===== src/rtl/npc_bpred_unit.sv =====
// npc_bpred_unit: next-PC generator for the IF stage.
//
// Owns the fetch PC register and a direct-mapped BTB with saturating
// direction counters. Every cycle it predicts the next fetch address from
// the BTB entry selected by pc_o. Resolved control flow arriving from EX
// trains the BTB, and a misprediction raises flush_o and redirects fetch.
// JALR is never predicted; it always resolves through the redirect path.
//
// Ports:
//   clk, rst        clock (rising edge), asynchronous active-high reset
//   stall           hold the fetch PC (a redirect still loads)
//   pc_o            registered fetch PC
//   npc_o           combinational next fetch PC
//   pred_taken_o    prediction for pc_o
//   pred_target_o   predicted target for pc_o
//   ex_valid        EX holds a valid control-flow instruction
//   ex_type         00 branch, 01 JAL, 10 JALR, 11 reserved (no-op)
//   ex_pc           PC of the EX instruction
//   ex_taken        resolved direction
//   ex_target       resolved target
//   ex_pred_taken   prediction carried down with the EX instruction
//   ex_pred_target  predicted target carried down with the EX instruction
//   flush_o         misprediction, kill IF and ID
//   br_cnt_o        resolved control-flow count (saturating)
//   mispred_cnt_o   misprediction count (saturating)
module npc_bpred_unit #(
    parameter int unsigned     XLEN        = 32,
    parameter int unsigned     BTB_ENTRIES = 16,
    parameter int unsigned     CNT_BITS    = 2,
    parameter logic [XLEN-1:0] RESET_PC    = '0
) (
    input  logic            clk,
    input  logic            rst,
    input  logic            stall,
    output logic [XLEN-1:0] pc_o,
    output logic [XLEN-1:0] npc_o,
    output logic            pred_taken_o,
    output logic [XLEN-1:0] pred_target_o,
    input  logic            ex_valid,
    input  logic [1:0]      ex_type,
    input  logic [XLEN-1:0] ex_pc,
    input  logic            ex_taken,
    input  logic [XLEN-1:0] ex_target,
    input  logic            ex_pred_taken,
    input  logic [XLEN-1:0] ex_pred_target,
    output logic            flush_o,
    output logic [31:0]     br_cnt_o,
    output logic [31:0]     mispred_cnt_o
);

    localparam int unsigned IDX   = $clog2(BTB_ENTRIES);
    localparam int unsigned TAG_W = XLEN - IDX - 2;

    localparam logic [1:0] TypeBranch = 2'b00;
    localparam logic [1:0] TypeJal    = 2'b01;
    localparam logic [1:0] TypeRsvd   = 2'b11;

    localparam logic [CNT_BITS-1:0] CntMax  = '1;
    localparam logic [CNT_BITS-1:0] CntWeak = CNT_BITS'(1 << (CNT_BITS - 1));

    // BTB storage
    logic                r_valid  [BTB_ENTRIES];
    logic [TAG_W-1:0]    r_tag    [BTB_ENTRIES];
    logic [XLEN-1:0]     r_target [BTB_ENTRIES];
    logic                r_is_jal [BTB_ENTRIES];
    logic [CNT_BITS-1:0] r_cnt    [BTB_ENTRIES];

    logic [XLEN-1:0] r_pc;
    logic [31:0]     r_br_cnt;
    logic [31:0]     r_mispred_cnt;

    logic [IDX-1:0]      w_idx;
    logic [TAG_W-1:0]    w_tag;
    logic                w_hit;
    logic [XLEN-1:0]     w_pc_plus4;
    logic [IDX-1:0]      w_ex_idx;
    logic [TAG_W-1:0]    w_ex_tag;
    logic                w_ex_hit;
    logic [CNT_BITS-1:0] w_ex_cnt_next;
    logic                w_ctrl;
    logic                w_mispred;
    logic [XLEN-1:0]     w_redirect;

    assign pc_o = r_pc;

    // Fetch-side lookup
    assign w_idx      = r_pc[IDX+1:2];
    assign w_tag      = r_pc[XLEN-1:IDX+2];
    assign w_hit      = r_valid[w_idx] && (r_tag[w_idx] == w_tag);
    assign w_pc_plus4 = r_pc + XLEN'(4);

    assign pred_taken_o  = w_hit && (r_is_jal[w_idx] || r_cnt[w_idx][CNT_BITS-1]);
    assign pred_target_o = w_hit ? r_target[w_idx] : w_pc_plus4;

    // EX-side resolution
    assign w_ctrl     = ex_valid && (ex_type != TypeRsvd);
    assign w_mispred  = w_ctrl && ((ex_taken != ex_pred_taken) ||
                                   (ex_taken && (ex_target != ex_pred_target)));
    assign w_redirect = ex_taken ? ex_target : (ex_pc + XLEN'(4));
    assign flush_o    = w_mispred;

    always_comb begin
        npc_o = w_pc_plus4;
        if (w_mispred) begin
            npc_o = w_redirect;
        end else if (pred_taken_o) begin
            npc_o = pred_target_o;
        end
    end

    always_ff @(posedge clk or posedge rst) begin
        if (rst) begin
            r_pc <= RESET_PC;
        end else if (!stall || w_mispred) begin
            r_pc <= npc_o;
        end
    end

    // Training lookup on the EX instruction's slot
    assign w_ex_idx = ex_pc[IDX+1:2];
    assign w_ex_tag = ex_pc[XLEN-1:IDX+2];
    assign w_ex_hit = r_valid[w_ex_idx] && (r_tag[w_ex_idx] == w_ex_tag);

    always_comb begin
        w_ex_cnt_next = r_cnt[w_ex_idx];
        if (ex_taken && (r_cnt[w_ex_idx] != CntMax)) begin
            w_ex_cnt_next = r_cnt[w_ex_idx] + CNT_BITS'(1);
        end else if (!ex_taken && (r_cnt[w_ex_idx] != '0)) begin
            w_ex_cnt_next = r_cnt[w_ex_idx] - CNT_BITS'(1);
        end
    end

    always_ff @(posedge clk or posedge rst) begin
        if (rst) begin
            for (int i = 0; i < int'(BTB_ENTRIES); i++) begin
                r_valid[i]  <= 1'b0;
                r_tag[i]    <= '0;
                r_target[i] <= '0;
                r_is_jal[i] <= 1'b0;
                r_cnt[i]    <= '0;
            end
        end else if (ex_valid) begin
            case (ex_type)
                TypeBranch: begin
                    if (w_ex_hit) begin
                        r_cnt[w_ex_idx] <= w_ex_cnt_next;
                        if (ex_taken) begin
                            r_target[w_ex_idx] <= ex_target;
                        end
                    end else if (ex_taken) begin
                        // Only taken branches earn a slot; start weakly taken.
                        r_valid[w_ex_idx]  <= 1'b1;
                        r_tag[w_ex_idx]    <= w_ex_tag;
                        r_target[w_ex_idx] <= ex_target;
                        r_is_jal[w_ex_idx] <= 1'b0;
                        r_cnt[w_ex_idx]    <= CntWeak;
                    end
                end
                TypeJal: begin
                    r_valid[w_ex_idx]  <= 1'b1;
                    r_tag[w_ex_idx]    <= w_ex_tag;
                    r_target[w_ex_idx] <= ex_target;
                    r_is_jal[w_ex_idx] <= 1'b1;
                    r_cnt[w_ex_idx]    <= CntMax;
                end
                default: begin
                    // JALR and reserved never touch the BTB.
                end
            endcase
        end
    end

    always_ff @(posedge clk or posedge rst) begin
        if (rst) begin
            r_br_cnt      <= '0;
            r_mispred_cnt <= '0;
        end else begin
            if (w_ctrl && (r_br_cnt != '1)) begin
                r_br_cnt <= r_br_cnt + 32'd1;
            end
            if (w_mispred && (r_mispred_cnt != '1)) begin
                r_mispred_cnt <= r_mispred_cnt + 32'd1;
            end
        end
    end

    assign br_cnt_o      = r_br_cnt;
    assign mispred_cnt_o = r_mispred_cnt;

endmodule

===== config.mk =====
export PLATFORM = sky130hd
export DESIGN_NAME = npc_bpred_unit
export DESIGN_NICKNAME = d
export VERILOG_FILES = /design/src/rtl/npc_bpred_unit.sv
export SDC_FILE = /design/constraint.sdc
export NUM_CORES = 2
export LEC_CHECK = 0
export CELL_PAD_IN_SITES_DETAIL_PLACEMENT = 0
export CELL_PAD_IN_SITES_GLOBAL_PLACEMENT = 1
export CORE_MARGIN = 2
export CORE_UTILIZATION = 45
export CTS_CLUSTER_DIAMETER = 60
export DETAILED_ROUTE_END_ITERATION = 10
export DONT_BUFFER_PORTS = 1
export GPL_ROUTABILITY_DRIVEN = 0
export PLACE_DENSITY = 0.67
export SYNTH_ARGS = -nofsm -noshare
export SYNTH_HDL_FRONTEND = slang
export SYNTH_SLANG_ARGS = --single-unit

===== constraint.sdc =====
create_clock -name clk -period 73.4 [get_ports clk]
set_input_delay 14.68 -clock clk [delete_from_list [all_inputs] [get_ports clk]]
set_output_delay 14.68 -clock clk [all_outputs]
set_load 0.02 [all_outputs]

==> flow_results.org <==
** Outcome
- The run finished with clean final reports.

** Critical path
- Capturing point of the worst reg2reg path :: pc_o[5]
- Cell with the biggest individual delay on the critical path :: sky130_fd_sc_hd__nor4_2
- In this run the critical register-to-register path is launched from pc_o[3].
- Largest incremental delay on the critical path :: ~0.98 ns
- Minimum setup slack among reg-to-reg paths :: between 60 and 70 ns
- The signal on the critical path passes through xor2_1 > nor4_2 > nand4_1 > nor4_1 > a21o_4 > buf_4 > a211oi_1 > a21oi_1.
- STA classifies the critical path endpoint as a primary output.
- Data on the critical path is required at its endpoint by 58.72 ns.
- Of all nets on the critical path, the largest fanout is about 70.
- The worst setup path is launched from an input pin.
- For the worst flop-to-flop path, the logic depth is 10.
- The worst setup path is of the in -> out kind.
- Critical path data arrival time :: around 19 ns

** Drt
- Antenna viol nets, final :: 0
- The first TritonRoute pass finished after 6 iterations.
- In the routed design, unresolved DRC markers number 0.
- After the first detailed-routing iteration, the DRC count stood at about 3100.
- Average wire length per cell after detail routing :: 32.6 µm
- Total number of vias :: between 30000 and 40000
- Summed over all layers, the routed wires come to ~180 mm.
- In the routed layout, each cell is associated on average with a via count of approximately 6.4.

** Synth
- Most instantiated library cell after synthesis :: sky130_fd_sc_hd__dfrtp_1
- Library cells used by synthesis :: ~80
- Summed over its instances, the top area cell type makes up between 40% and 50% of the synthesized netlist area.
- By area the synthesized netlist is led by sky130_fd_sc_hd__dfrtp_1 (48%), sky130_fd_sc_hd__mux2_2 (16%), sky130_fd_sc_hd__mux4_2 (14%).
- Most common library cells after synthesis :: sky130_fd_sc_hd__dfrtp_1 (1088), sky130_fd_sc_hd__mux2_2 (814), sky130_fd_sc_hd__mux4_2 (342), sky130_fd_sc_hd__clkbuf_1 (246), sky130_fd_sc_hd__mux2_1 (190)
- For this run, asynchronously set or reset flops after synthesis account for 100%.
- In the synthesized netlist the dominant register cell turns out to be sky130_fd_sc_hd__dfrtp_1.
- Synth Net Count :: ~4200
- Average footprint of a synthesized cell :: 13.9 µm²
- For this run, the number of Yosys warnings is 0.
- Synthesis inferred 1088 register bits.
- Sequential-to-total area share from yosys stat :: roughly half
- Synthesized area :: around 0.057 mm²
- Counting flops with a built-in enable in the synthesized netlist gives 0.
- Summed over all instances, the cell type with the most area after synthesis is sky130_fd_sc_hd__dfrtp_1.
- After technology mapping, the gate count stands at between 4000 and 5000.

** Die
- Total number of placement rows :: 130
- Measured along the y axis, the die boundary spans approximately 360 µm.
- The die covers 0.129 mm².
- The region available for standard cell placement spans approximately 0.13 mm².
- Initial cell density of the core :: between 40% and 50%
- I/O pin count :: 266
- Die width :: between 300 and 400 µm

** Worst hold path
- In this run the worst hold path is classified as reg -> reg.
- WHS Endpoint :: r_target[43]
- Worst Hold Depth :: 2
- The worst hold path begins at r_target[43].

** Timing
- For this run, the top clock speed supported by timing is between 20 and 30 MHz.
- Setup repair after global routing missed its margin :: false
- Period utilization :: a little under half
- Slew Viols, Final :: 0
- Headroom to the max-slew limit came out at between 10% and 20%.
- Setup clock skew after layout :: about 0.033 ns
- Subtracting the final worst setup slack from the clock period gives about 34 ns.
- The number of hold violations in the final report is 0.
- Transition time of the tightest slew-check pin :: between 1 and 1.5 ns
- Count of final setup violators :: 0
- Setup total negative slack on the finished layout was measured at 0 ns.

** CTS
- After clock tree synthesis, the setup repair step added 0 buffers.
- Counting the buffers created by CTS gives 135.
- Clock-pin slew was measured on the worst setup and hold paths at roughly 0.060 ns.
- Quantity of hold-fixing buffers added after cts :: 0
- Clk buf depth :: 3
- Depth of the CTS H-tree :: 4
- Clock sinks :: 1088
- TritonCTS built the clock tree.
- The number of gates resized after CTS was 0.
- Clock insertion delay at the later pin of the skew report :: just under 0.8 ns
- The tree is rooted in a sky130_fd_sc_hd__clkbuf_16.

** Finish
- Layout cells sized above 1 :: between 30% and 40%
- The filler cells instantiated in the layout total 10900.
- In the final layout, flip-flops and latches occupy 0.0272 mm².
- Compared with the post-synthesis result, the final layout area differs by 9.68%.
- Summing all multi-input logic gate instances after layout gives about 0.028 mm².
- After routing the design area is 0.0622 mm².
- The final layout contains 4016 nets.

** Power
- Worst-case vdd ir drop :: about 0.023 mV
- Total power per unit cell area :: 31.0 mW/mm²
- Cell internal power was estimated by the tool at between 1000 and 1500 µW.
- Part of the total power dissipated in combinational logic :: 23.3%
- Proportion of power drawn by flip-flops and latches :: 41.4%
- Switch Pwr :: slightly below 600 µW
- Sw frac :: a little under a third
- Leakage power of the design :: ~0.027 µW
- The share of total power dissipated in the clock network is about a third.

** Place
- Placed wire-length estimate :: 114 mm
- Number of input and output port buffers inserted :: 0
- Area post-placement :: between 0.05 and 0.06 mm²

** Global route
- Vias in the first global route :: about 37000
- For this run the aggregate overflow at the end of global routing stands at 0.
- Entering global routing, the biggest net connects around 170 pins.
- Wire length of the first global-routing pass :: roughly 270 mm
- The initial antenna violation count is 10.
- GRT Total Usage :: between 20% and 30%

** Run
- Across the run, the number of max-cap violations was 0.
-- power by group through the flow --
stage	logic, µW	registers (µW)	clock network [µW]
after floorplan	357	767	0
after global placement	442	803	0
after detailed placement	447	806	0
after CTS	448	796	694
after global routing	475	811	718
final	449	799	681
-- worst max-delay path by stage --
stage / from / end / slack, ns / cells after the start
floorplan: rst / asynchronous set/reset pin / 28.09 / 1
global placement: ex_pred_target[31] / npc_o[20] / 39.76 / 8
detailed placement: ex_pred_target[31] / npc_o[20] / 39.74 / 8
CTS: ex_pred_target[31] / npc_o[20] / 39.75 / 8
global route: ex_pred_target[31] / npc_o[22] / 39.62 / 8
finish: ex_pred_target[31] / npc_o[22] / 39.63 / 8
-- sequential cells by signal (all words and copies together) (netlist names), named ones only --
register,cells
r_valid,16
r_target,512
br_cnt_o,32
pc_o,32
r_tag,416
mispred_cnt_o,32
r_cnt,32
-- critical path: cells and delay by family --
kind	cells	cell delay (ns)
and+or+nand+nor	3	2.20
AOI/OAI and AO/OA	3	1.27
buffers and inverters	1	0.68
xor gates and xnor gates	1	0.15
-- stage by stage --
step,util [%],total power [µW],std cells,hold WS (ns),setup slack (ns)
6_report,49.6,1930,5658,0.478,39.63
5_1_grt,49.6,2000,5655,0.508,39.62
4_1_cts,49.6,1940,5655,0.479,39.75
3_5_place_dp,46.0,1250,5416,0.466,39.74
3_3_place_gp,46.0,1240,5416,0.457,39.76
2_1_floorplan,-,1120,4081,0.445,28.09
-- cells in the final DEF (no fill, tap or decap), types with 37 or more instances in the layout --
cell type                   netlist  layout
sky130_fd_sc_hd__dfrtp_1       1088    1084
sky130_fd_sc_hd__mux2_2         814     814
sky130_fd_sc_hd__mux4_2         342     342
sky130_fd_sc_hd__mux2_1         190     190
sky130_fd_sc_hd__mux2i_1        165     165
sky130_fd_sc_hd__clkbuf_16        0     138
sky130_fd_sc_hd__xnor2_1        122     122
sky130_fd_sc_hd__nor2_1         119     115
sky130_fd_sc_hd__nand2_1        122     107
sky130_fd_sc_hd__xor2_1          78      78
sky130_fd_sc_hd__buf_4           24      76
sky130_fd_sc_hd__nand3_1         67      67
sky130_fd_sc_hd__o21ai_0         59      59
sky130_fd_sc_hd__a21oi_1         59      59
sky130_fd_sc_hd__a211oi_1        37      37
-- per-layer routing --
metal	vias to the layer above	global-route usage (%)	routed length, µm
met4	0	8.79	5650
li1	14900	-	-
met2	1227	44.3	84900
met1	19700	39.9	79500
met3	301	7.21	14500
met5	-	0	0
-- cell families after synthesis --
group | Yosys count | synth area share, %
buffers and inverters | 420 | 3.56
muxes | 1511 | 36.4
DFF | 1088 | 48.0
and+or+nand+nor | 527 | 4.70
xor gates and xnor gates | 200 | 3.09
AOI/OAI and AO/OA | 326 | 3.99
adders and majority gates | 9 | 0.199
-- final cells by class --
class                   instances  area share, %
well taps                    1650           3.32
clock buffers                 188           6.18
flip-flops and latches       1088           43.8
clock inverters                51           1.13
diodes                          3         0.0121
inverters                      26          0.169
multi-input cells            2573           44.4
repair buffers                 79           1.01
Power figures use the tool's default switching activity.
